===== config.mk =====
export PLATFORM = sky130hd
export DESIGN_NAME = mem_access_stage
export DESIGN_NICKNAME = d
export VERILOG_FILES = /design/src/rtl/mem_stage_pkg.sv /design/src/rtl/mem_access_stage_load_align.sv /design/src/rtl/mem_access_stage.sv
export SDC_FILE = /design/constraint.sdc
export NUM_CORES = 1
export LEC_CHECK = 0
export BUFFER_PORTS_ARGS = -buffer_cell sky130_fd_sc_hd__buf_2
export CORE_ASPECT_RATIO = 1.5
export CORE_MARGIN = 4
export CORE_UTILIZATION = 48
export DETAILED_ROUTE_END_ITERATION = 8
export PLACE_DENSITY = 0.9
export SYNTH_ARGS = -nofsm -noshare
export SYNTH_HDL_FRONTEND = slang
export SYNTH_HIERARCHICAL = 1
export SYNTH_SLANG_ARGS = --single-unit

===== constraint.sdc =====
create_clock -name clock -period 3.3 [get_ports clock]
set_input_delay 0.66 -clock clock [delete_from_list [all_inputs] [get_ports clock]]
set_output_delay 0.66 -clock clock [all_outputs]
set_load 0.05 [all_outputs]

===== src/rtl/mem_stage_pkg.sv =====
// Shared types, funct3 encodings and lane/alignment helpers for the memory access stage.
package mem_stage_pkg;

    typedef enum logic [0:0] {
        IDLE = 1'b0,
        BUSY = 1'b1
    } state_t;

    localparam logic [2:0] F3_B  = 3'b000;
    localparam logic [2:0] F3_H  = 3'b001;
    localparam logic [2:0] F3_W  = 3'b010;
    localparam logic [2:0] F3_BU = 3'b100;
    localparam logic [2:0] F3_HU = 3'b101;

    // Unsigned variants exist only for loads; simultaneous read and write is never legal.
    function automatic logic op_legal(input logic [2:0] f3, input logic is_load,
                                      input logic is_store, input logic [1:0] off);
        logic ok;
        ok = 1'b0;
        case (f3)
            F3_B:    ok = 1'b1;
            F3_H:    ok = (off[0] == 1'b0);
            F3_W:    ok = (off == 2'b00);
            F3_BU:   ok = is_load;
            F3_HU:   ok = is_load && (off[0] == 1'b0);
            default: ok = 1'b0;
        endcase
        return ok && !(is_load && is_store);
    endfunction

    function automatic logic [3:0] byte_enable(input logic [2:0] f3, input logic [1:0] off);
        logic [3:0] be;
        be = 4'b1111;
        case (f3[1:0])
            2'b00:   be = 4'b0001 << off;
            2'b01:   be = 4'b0011 << off;
            default: be = 4'b1111;
        endcase
        return be;
    endfunction

endpackage


===== src/rtl/mem_access_stage_load_align.sv =====
// Load lane selection with sign/zero extension of the returned memory word.
module load_align
    import mem_stage_pkg::*;
(
    input  logic [31:0] rdata,
    input  logic [1:0]  offset,
    input  logic [2:0]  func3,
    output logic [31:0] value
);

    logic [7:0]  byte_s;
    logic [15:0] half_s;

    assign byte_s = rdata[8*offset +: 8];
    assign half_s = offset[1] ? rdata[31:16] : rdata[15:0];

    // Extend the selected lane according to the load width and signedness.
    always_comb begin
        value = rdata;
        case (func3)
            F3_B:    value = {{24{byte_s[7]}}, byte_s};
            F3_H:    value = {{16{half_s[15]}}, half_s};
            F3_W:    value = rdata;
            F3_BU:   value = {24'h000000, byte_s};
            F3_HU:   value = {16'h0000, half_s};
            default: value = rdata;
        endcase
    end

endmodule


===== src/rtl/mem_access_stage.sv =====
// Memory access pipeline stage: req/ack data-memory port, lane steering, registered writeback.
// Optional BUSY watchdog enabled by defining MEM_TIMEOUT_EN.
module mem_access_stage
    import mem_stage_pkg::*;
#(
    parameter int DataWidth     = 32,
    parameter int AddrWidth     = 10,
    parameter int RegAddrWidth  = 5,
    parameter int TimeoutCycles = 16
) (
    input  logic                    clock,
    input  logic                    reset,
    input  logic [2:0]              func3,
    input  logic                    reg_en,
    input  logic                    mem_read,
    input  logic                    mem_write,
    input  logic                    mem_to_reg,
    input  logic [RegAddrWidth-1:0] wb_reg,
    input  logic [DataWidth-1:0]    alu_result,
    input  logic [AddrWidth-1:0]    mem_addr,
    input  logic [DataWidth-1:0]    store_data,
    output logic                    dmem_req,
    output logic                    dmem_we,
    output logic [AddrWidth-3:0]    dmem_addr,
    output logic [3:0]              dmem_be,
    output logic [DataWidth-1:0]    dmem_wdata,
    input  logic [DataWidth-1:0]    dmem_rdata,
    input  logic                    dmem_ack,
    output logic                    stall,
    output logic                    wb_en,
    output logic [RegAddrWidth-1:0] wb_addr,
    output logic [DataWidth-1:0]    wb_data,
    output logic                    access_fault
);

    state_t                  state_r, state_next_s;
    logic                    is_mem_s, fault_s, start_s, timeout_s;
    logic [DataWidth-1:0]    wdata_s, load_val_s;
    logic [2:0]              cap_func3_r;
    logic [1:0]              cap_off_r;
    logic                    cap_read_r, cap_wb_en_r;
    logic [RegAddrWidth-1:0] cap_wb_reg_r;

    assign is_mem_s = mem_read | mem_write;
    assign fault_s  = is_mem_s && !op_legal(func3, mem_read, mem_write, mem_addr[1:0]);
    assign start_s  = is_mem_s && !fault_s;

    load_align u_load_align (
        .rdata  (dmem_rdata),
        .offset (cap_off_r),
        .func3  (cap_func3_r),
        .value  (load_val_s)
    );

    // Replicate the store lane across the word; byte enables pick the target bytes.
    always_comb begin
        wdata_s = store_data;
        case (func3[1:0])
            2'b00:   wdata_s = {4{store_data[7:0]}};
            2'b01:   wdata_s = {2{store_data[15:0]}};
            default: wdata_s = store_data;
        endcase
    end

`ifdef MEM_TIMEOUT_EN
    localparam int CntW = $clog2(TimeoutCycles + 1);
    logic [CntW-1:0] tmo_cnt_r;

    // Watchdog counts BUSY cycles and is cleared whenever the stage is idle.
    always_ff @(posedge clock) begin
        if (reset) begin
            tmo_cnt_r <= '0;
        end else if (state_r == BUSY) begin
            tmo_cnt_r <= tmo_cnt_r + {{(CntW-1){1'b0}}, 1'b1};
        end else begin
            tmo_cnt_r <= '0;
        end
    end

    assign timeout_s = (state_r == BUSY) && !dmem_ack &&
                       (tmo_cnt_r == CntW'(TimeoutCycles - 1));
`else
    logic unused_timeout_s;
    assign unused_timeout_s = (TimeoutCycles > 0);
    assign timeout_s        = 1'b0;
`endif

    // State register.
    always_ff @(posedge clock) begin
        if (reset) begin
            state_r <= IDLE;
        end else begin
            state_r <= state_next_s;
        end
    end

    // Next-state and upstream stall; stall must be combinational so the op is held on entry.
    always_comb begin
        state_next_s = state_r;
        stall        = 1'b0;
        case (state_r)
            IDLE: begin
                stall        = start_s;
                state_next_s = start_s ? BUSY : IDLE;
            end
            BUSY: begin
                stall        = !dmem_ack;
                state_next_s = (dmem_ack || timeout_s) ? IDLE : BUSY;
            end
            default: begin
                stall        = 1'b0;
                state_next_s = IDLE;
            end
        endcase
    end

    // Memory port, captured op and writeback registers.
    always_ff @(posedge clock) begin
        if (reset) begin
            dmem_req     <= 1'b0;
            dmem_we      <= 1'b0;
            dmem_addr    <= '0;
            dmem_be      <= 4'b0000;
            dmem_wdata   <= '0;
            wb_en        <= 1'b0;
            wb_addr      <= '0;
            wb_data      <= '0;
            access_fault <= 1'b0;
            cap_func3_r  <= 3'b000;
            cap_off_r    <= 2'b00;
            cap_read_r   <= 1'b0;
            cap_wb_en_r  <= 1'b0;
            cap_wb_reg_r <= '0;
        end else begin
            access_fault <= 1'b0;
            case (state_r)
                IDLE: begin
                    if (fault_s) begin
                        access_fault <= 1'b1;
                        wb_en        <= 1'b0;
                    end else if (start_s) begin
                        dmem_req     <= 1'b1;
                        dmem_we      <= mem_write;
                        dmem_addr    <= mem_addr[AddrWidth-1:2];
                        dmem_be      <= byte_enable(func3, mem_addr[1:0]);
                        dmem_wdata   <= wdata_s;
                        wb_en        <= 1'b0;
                        cap_func3_r  <= func3;
                        cap_off_r    <= mem_addr[1:0];
                        cap_read_r   <= mem_read;
                        cap_wb_en_r  <= reg_en & mem_to_reg;
                        cap_wb_reg_r <= wb_reg;
                    end else begin
                        wb_en   <= reg_en;
                        wb_addr <= wb_reg;
                        wb_data <= alu_result;
                    end
                end
                BUSY: begin
                    if (dmem_ack) begin
                        dmem_req <= 1'b0;
                        if (cap_read_r) begin
                            wb_en   <= cap_wb_en_r;
                            wb_addr <= cap_wb_reg_r;
                            wb_data <= load_val_s;
                        end else begin
                            wb_en <= 1'b0;
                        end
                    end else if (timeout_s) begin
                        dmem_req     <= 1'b0;
                        access_fault <= 1'b1;
                        wb_en        <= 1'b0;
                    end else begin
                        wb_en <= 1'b0;
                    end
                end
                default: begin
                    dmem_req <= 1'b0;
                end
            endcase
        end
    end

endmodule


# Word-level counts from Yosys, hierarchy flattened
# Cells that the tools add are included.
# W data, S select, Z words.
# totals
ram_bits	0
romBits	0
mem_count	0
in_bits	121
reg_bits	98
latch_bits	0
# op_classes
reduce_logical	16
shifts	3
mux	30
n_eq_ne	13
n_bitwise	5
add_sub_neg	0
div	0
magnitude_cmp	0
mul	0
# op_table
op	n
$mux W32	4
$pmux W32 S2	2
$pmux W32 S4	1
$shiftx A32 B6 Y8	1
$mux W5	4
$mux W16	1
$eq A3 B3 Y1 const B	4
$mux W1	10
$pmux W1 S2	5
$pmux W5 S2	1
$ne A2 B2 Y1 const B	4
$pmux W4 S2	1
$eq A3 B1 Y1 const B	2
$logic_not A3 Y1	2
$reduce_and A3 Y1	2
$logic_and A1 B1 Y1	5
$pmux W1 S5	1
$logic_not A1 Y1	4
$logic_not A2 Y1	2
$reduce_and A4 Y1	1
$shl A1 B2 Y4 const A	1
$shl A2 B2 Y4 const A	1
$eq A3 B2 Y1 const B	1
$not A1 Y1	3
4 further kinds	4

# Longest topological paths before layout
# depth
word_depth	11
depth_mapped	7
ltp_nobuf	5

# Cells and area by module
# Netlist, hierarchy kept.
# modules_own_cells
mod	instances	seq_area_each_um2	area_each_um2	cells_each
mem_access_stage	1	1961.9	4535.6	482
load_align	1	0.0	760.7	118

# Worst setup path after synthesis
# OpenSTA, ideal clock, no wires.
# synth_path
path_type	input-to-output
startpoint	input port mem_addr[0]
endpoint	output port stall
n_path_buf	2
path_slack_ns	0.721
path_stages	5
arrival_time_ns	1.919
path_cell_list	buf_2 > o41ai_4 > nand4_1 > buf_2 > nand2_1
# synth_via
elab_chain_cells	9
elab_cells_between_ends	10
classes_between	2 x mux; 1 x bitwise; 7 x reduce/logical
# synth_rtl
element	line	source
from (decl)	mem_access_stage.sv:20	input logic [AddrWidth-1:0] mem_addr,
$not A1 Y1	mem_stage_pkg.sv:22, mem_stage_pkg.sv:25	
$logic_and A1 B1 Y1	mem_stage_pkg.sv:25	F3_HU: ok = is_load && (off[0] == 1'b0);
$pmux W1 S5 (*)	mem_stage_pkg.sv:20	case (f3)
$logic_and A1 B1 Y1 (*)	mem_stage_pkg.sv:28	return ok && !(is_load && is_store);
$logic_not A1 Y1 (*)	mem_access_stage.sv:45	assign fault_s = is_mem_s && !op_legal(func3, mem_read, mem_write, mem_addr[1:0]);
$logic_and A1 B1 Y1 (*)	mem_access_stage.sv:45	
$logic_not A1 Y1 (*)	mem_access_stage.sv:46	assign start_s = is_mem_s && !fault_s;
$logic_and A1 B1 Y1 (*)	mem_access_stage.sv:46	
$pmux W1 S2 (*)	mem_access_stage.sv:101	case (state_r)
to (decl)	mem_access_stage.sv:29	output logic stall,
# Mark *: on every way between the ends. The rest lies on a longest branch, timed or not.

# Worst setup path after layout
# layout_path
startpoint	input port mem_addr[1]
endpoint	output port stall
# layout_via
elab_chain_cells	8
# layout_rtl
element	line	source
$logic_not A2 Y1	mem_stage_pkg.sv:23	F3_W: ok = (off == 2'b00);
$pmux W1 S5	mem_stage_pkg.sv:20	
$logic_and A1 B1 Y1	mem_stage_pkg.sv:28	
$logic_not A1 Y1	mem_access_stage.sv:45	
$logic_and A1 B1 Y1	mem_access_stage.sv:45	
$logic_not A1 Y1	mem_access_stage.sv:46	
$logic_and A1 B1 Y1	mem_access_stage.sv:46	
$pmux W1 S2	mem_access_stage.sv:101	
# No other way between the ends.

==> qor.txt <==
Clock root cell: clkbuf_16
H-tree depth: 3
Reg clk slew, reported paths: 0.08 ns
Minimum clock period: 2.62 ns
Vias in the first global route: 5,184
Worst slack, placed: 0.680 ns
Worst Path Required: 2.64 ns
Vias per cell: 5.97
TritonCTS clock tree: built
Ratio of cells with drive above 1 in the final layout: 33.1%
Grt total ovfl: 0
First-pass GRT wire length: 26.3 mm
Number of hold buffers added after CTS: 0
Detailed Route WL: 16.9 mm
Worst Setup Path Type: in2out
Syn. warnings: 6
Worst skew pair latency: 0.34 ns
Via count: 5,456
Setup crit start: mem_addr[1]
Slew Limit Fails: 0
Post-synthesis cell area: 5300 um2
Clock buffer count from CTS: 9
Initial Util: 49.5%
Synthesized instance count: 600
Drt pass-1 iters: 4
DRC viols: 0
Yosys top cell area share: 37.0%
Area contributors post-synth: dfxtp_1 (37%), mux2i_1 (18%), nand2_1 (7.0%)
Placed insts: 898
Drt initial violations: 309
Worst R2R Setup Slack: 1.10 ns
DP HPWL: 12.2 mm
# nets final: 886
Maximum fanout along the worst path: 7
Clock buffer depth: 2
FF-to-FF End: wb_data[17]
Worst-Margin Slew: 0.742 ns
Post-CTS setup buffers: 0
Commonest non-fill, non-tap cell in the layout: buf_2
Die X: 93.8 um
Hold Crit Class: reg2reg
Tcrit/Tclk final: 79.4%
Number of max-cap violations: 0
Fin. Hold Viols: 0
Avg Inst Size Synth: 8.83 um2
Yosys top cell by area: dfxtp_1
PortBufs: 206
Routed WL per cell: 18.5 um
Row count: 46
GRT Total Usage: 25.9%
DIE AREA: 12,800 um2
Global placer's final weighted congestion: 0.945
Slew margin rel.: 50.5%
Ports: 207
Leak pwr: 2.88 nW
TNS Setup: 0 ns
Syn-to-layout area delta: 25.6%
Largest net degree at the start of global routing: 62
Fmax: 382 MHz
PwrDens: 506 nW/um2
R2R depth: 5
Fillers: 904
Initial antenna violation count: 0
Yosys cell types: 40
Peak supply drop: 0.288 mV
Yosys reg bits: 98
Worst Setup End Kind: output port
Arrival @ worst endpoint: 1.96 ns
Most frequent cells in the layout: buf_2 (206), nand2_1 (99), dfxtp_1 (97)
Unrepaired setup endpoints after global routing: no
Setup Skew: 0.00819 ns
Startpoint types: input pin
Seq/Total Area, Yosys: 37.0%
Clock sinks: 98
DRT antenna net count: 0
ANT cells: 0
Cell Count, Final, Fillers Out: 914
Setup WS post-layout: 0.679 ns
Area of the core: 10,700 um2
Die height: 137 um
Setup violations, final: 0
Worst flop-to-flop path startpoint: cap_off_r[1]
CTS resizes: 0
Syn_nets: 721
Run status: finished clean
End of the critical path: stall
-- report_power, final --
part           total (mW)  switching [mW]  internal, mW  leakage, nW
registers            1.31          0.0504          1.26        0.804
logic               0.878           0.590         0.288         1.91
clock network        1.17           0.493         0.680        0.163
total                3.36            1.13          2.23         2.88
-- registers in the layout (all words and copies together) (netlist names), 2 cells and up --
register,cells
cap_func3_r,3
wb_addr,5
dmem_wdata,32
wb_data,32
cap_off_r,2
cap_wb_reg_r,5
dmem_addr,8
dmem_be,4
-- final cells by class --
| class | count | area (um2) | area share, % |
|---|---|---|---|
| multi-input combinational | 432 | 3020 | 45.3 |
| sequential | 98 | 1960 | 29.5 |
| timing repair buffer | 219 | 1140 | 17.2 |
| clock buffer | 9 | 225 | 3.39 |
| tap | 144 | 180 | 2.71 |
| clock inverter | 7 | 106 | 1.60 |
| inverter | 5 | 18.8 | 0.282 |
-- critical path, cell delays in order --
cell,delay (ns)
buf_2,0.14
o41ai_4,0.52
nand4_1,0.20
nand2_1,0.16
buf_2,0.28
-- metrics by stage --
step                hold WS, ns  utilization, %  power [mW]  instance area (um2)
floorplan                 0.431               -        1.96                 5300
CTS                       0.459            62.1        3.38                 6650
global route              0.465            62.1        3.49                 6650
detailed placement        0.446            59.0        2.21                 6320
global placement          0.439            59.0        2.19                 6320
finish                    0.460            62.1        3.36                 6650
-- synthesized netlist by cell type (all sizes together) --
| library cell | instances |
|---|---|
| inv | 5 |
| mux2 | 11 |
| o211ai | 13 |
| o21bai | 1 |
| nor4b | 1 |
| a22oi | 2 |
| a211oi | 47 |
| and2 | 1 |
| a21o | 1 |
| nand2b | 12 |
| a31oi | 1 |
| buf | 29 |
| o41ai | 1 |
| nor2b | 7 |
| a41oi | 22 |
| mux2i | 95 |
| nor2 | 5 |
| o22a | 8 |
| a2bb2oi | 1 |
| o2bb2a | 1 |
| or2 | 1 |
| o21ba | 1 |
| nand4 | 1 |
| nand2 | 99 |
| nand3 | 18 |
| and4 | 1 |
| nor3 | 38 |
| mux4 | 1 |
| dfxtp | 98 |
| clkbuf | 36 |
| and3 | 1 |
| a21oi | 10 |
| o21ai | 11 |
| a311oi | 11 |
| nand3b | 9 |
-- how the worst min path moves through the flow --
stage	from	endpoint	cells past startpoint
floorplan	cap_off_r[0]	cap_off_r[0]	2
global placement	dmem_addr[4]	dmem_addr[4]	2
detailed placement	dmem_addr[2]	dmem_addr[2]	2
CTS	cap_wb_reg_r[0]	cap_wb_reg_r[0]	2
global route	cap_wb_reg_r[0]	cap_wb_reg_r[0]	2
finish	cap_wb_reg_r[0]	cap_wb_reg_r[0]	2
-- logic make-up (layout without fill, tap and decap cells) --
group | Yosys count | in the layout | synth area share [%]
AOI/OAI and AO/OA | 131 | 131 | 19.0
DFF | 98 | 98 | 37.0
and+or+nand+nor | 194 | 194 | 17.1
muxes | 107 | 107 | 20.7
buffers and inverters | 70 | 240 | 6.14
-- routing by layer --
layer  wire [um]  global-route usage, %  up-vias
met4         852                   14.1        0
met3        1690                   6.11       65
met1        6030                   29.9     2504
met2        8330                   44.0      344
li1            -                      -     2543
met5           0                      0        -
(Power assumes the default switching activity.)
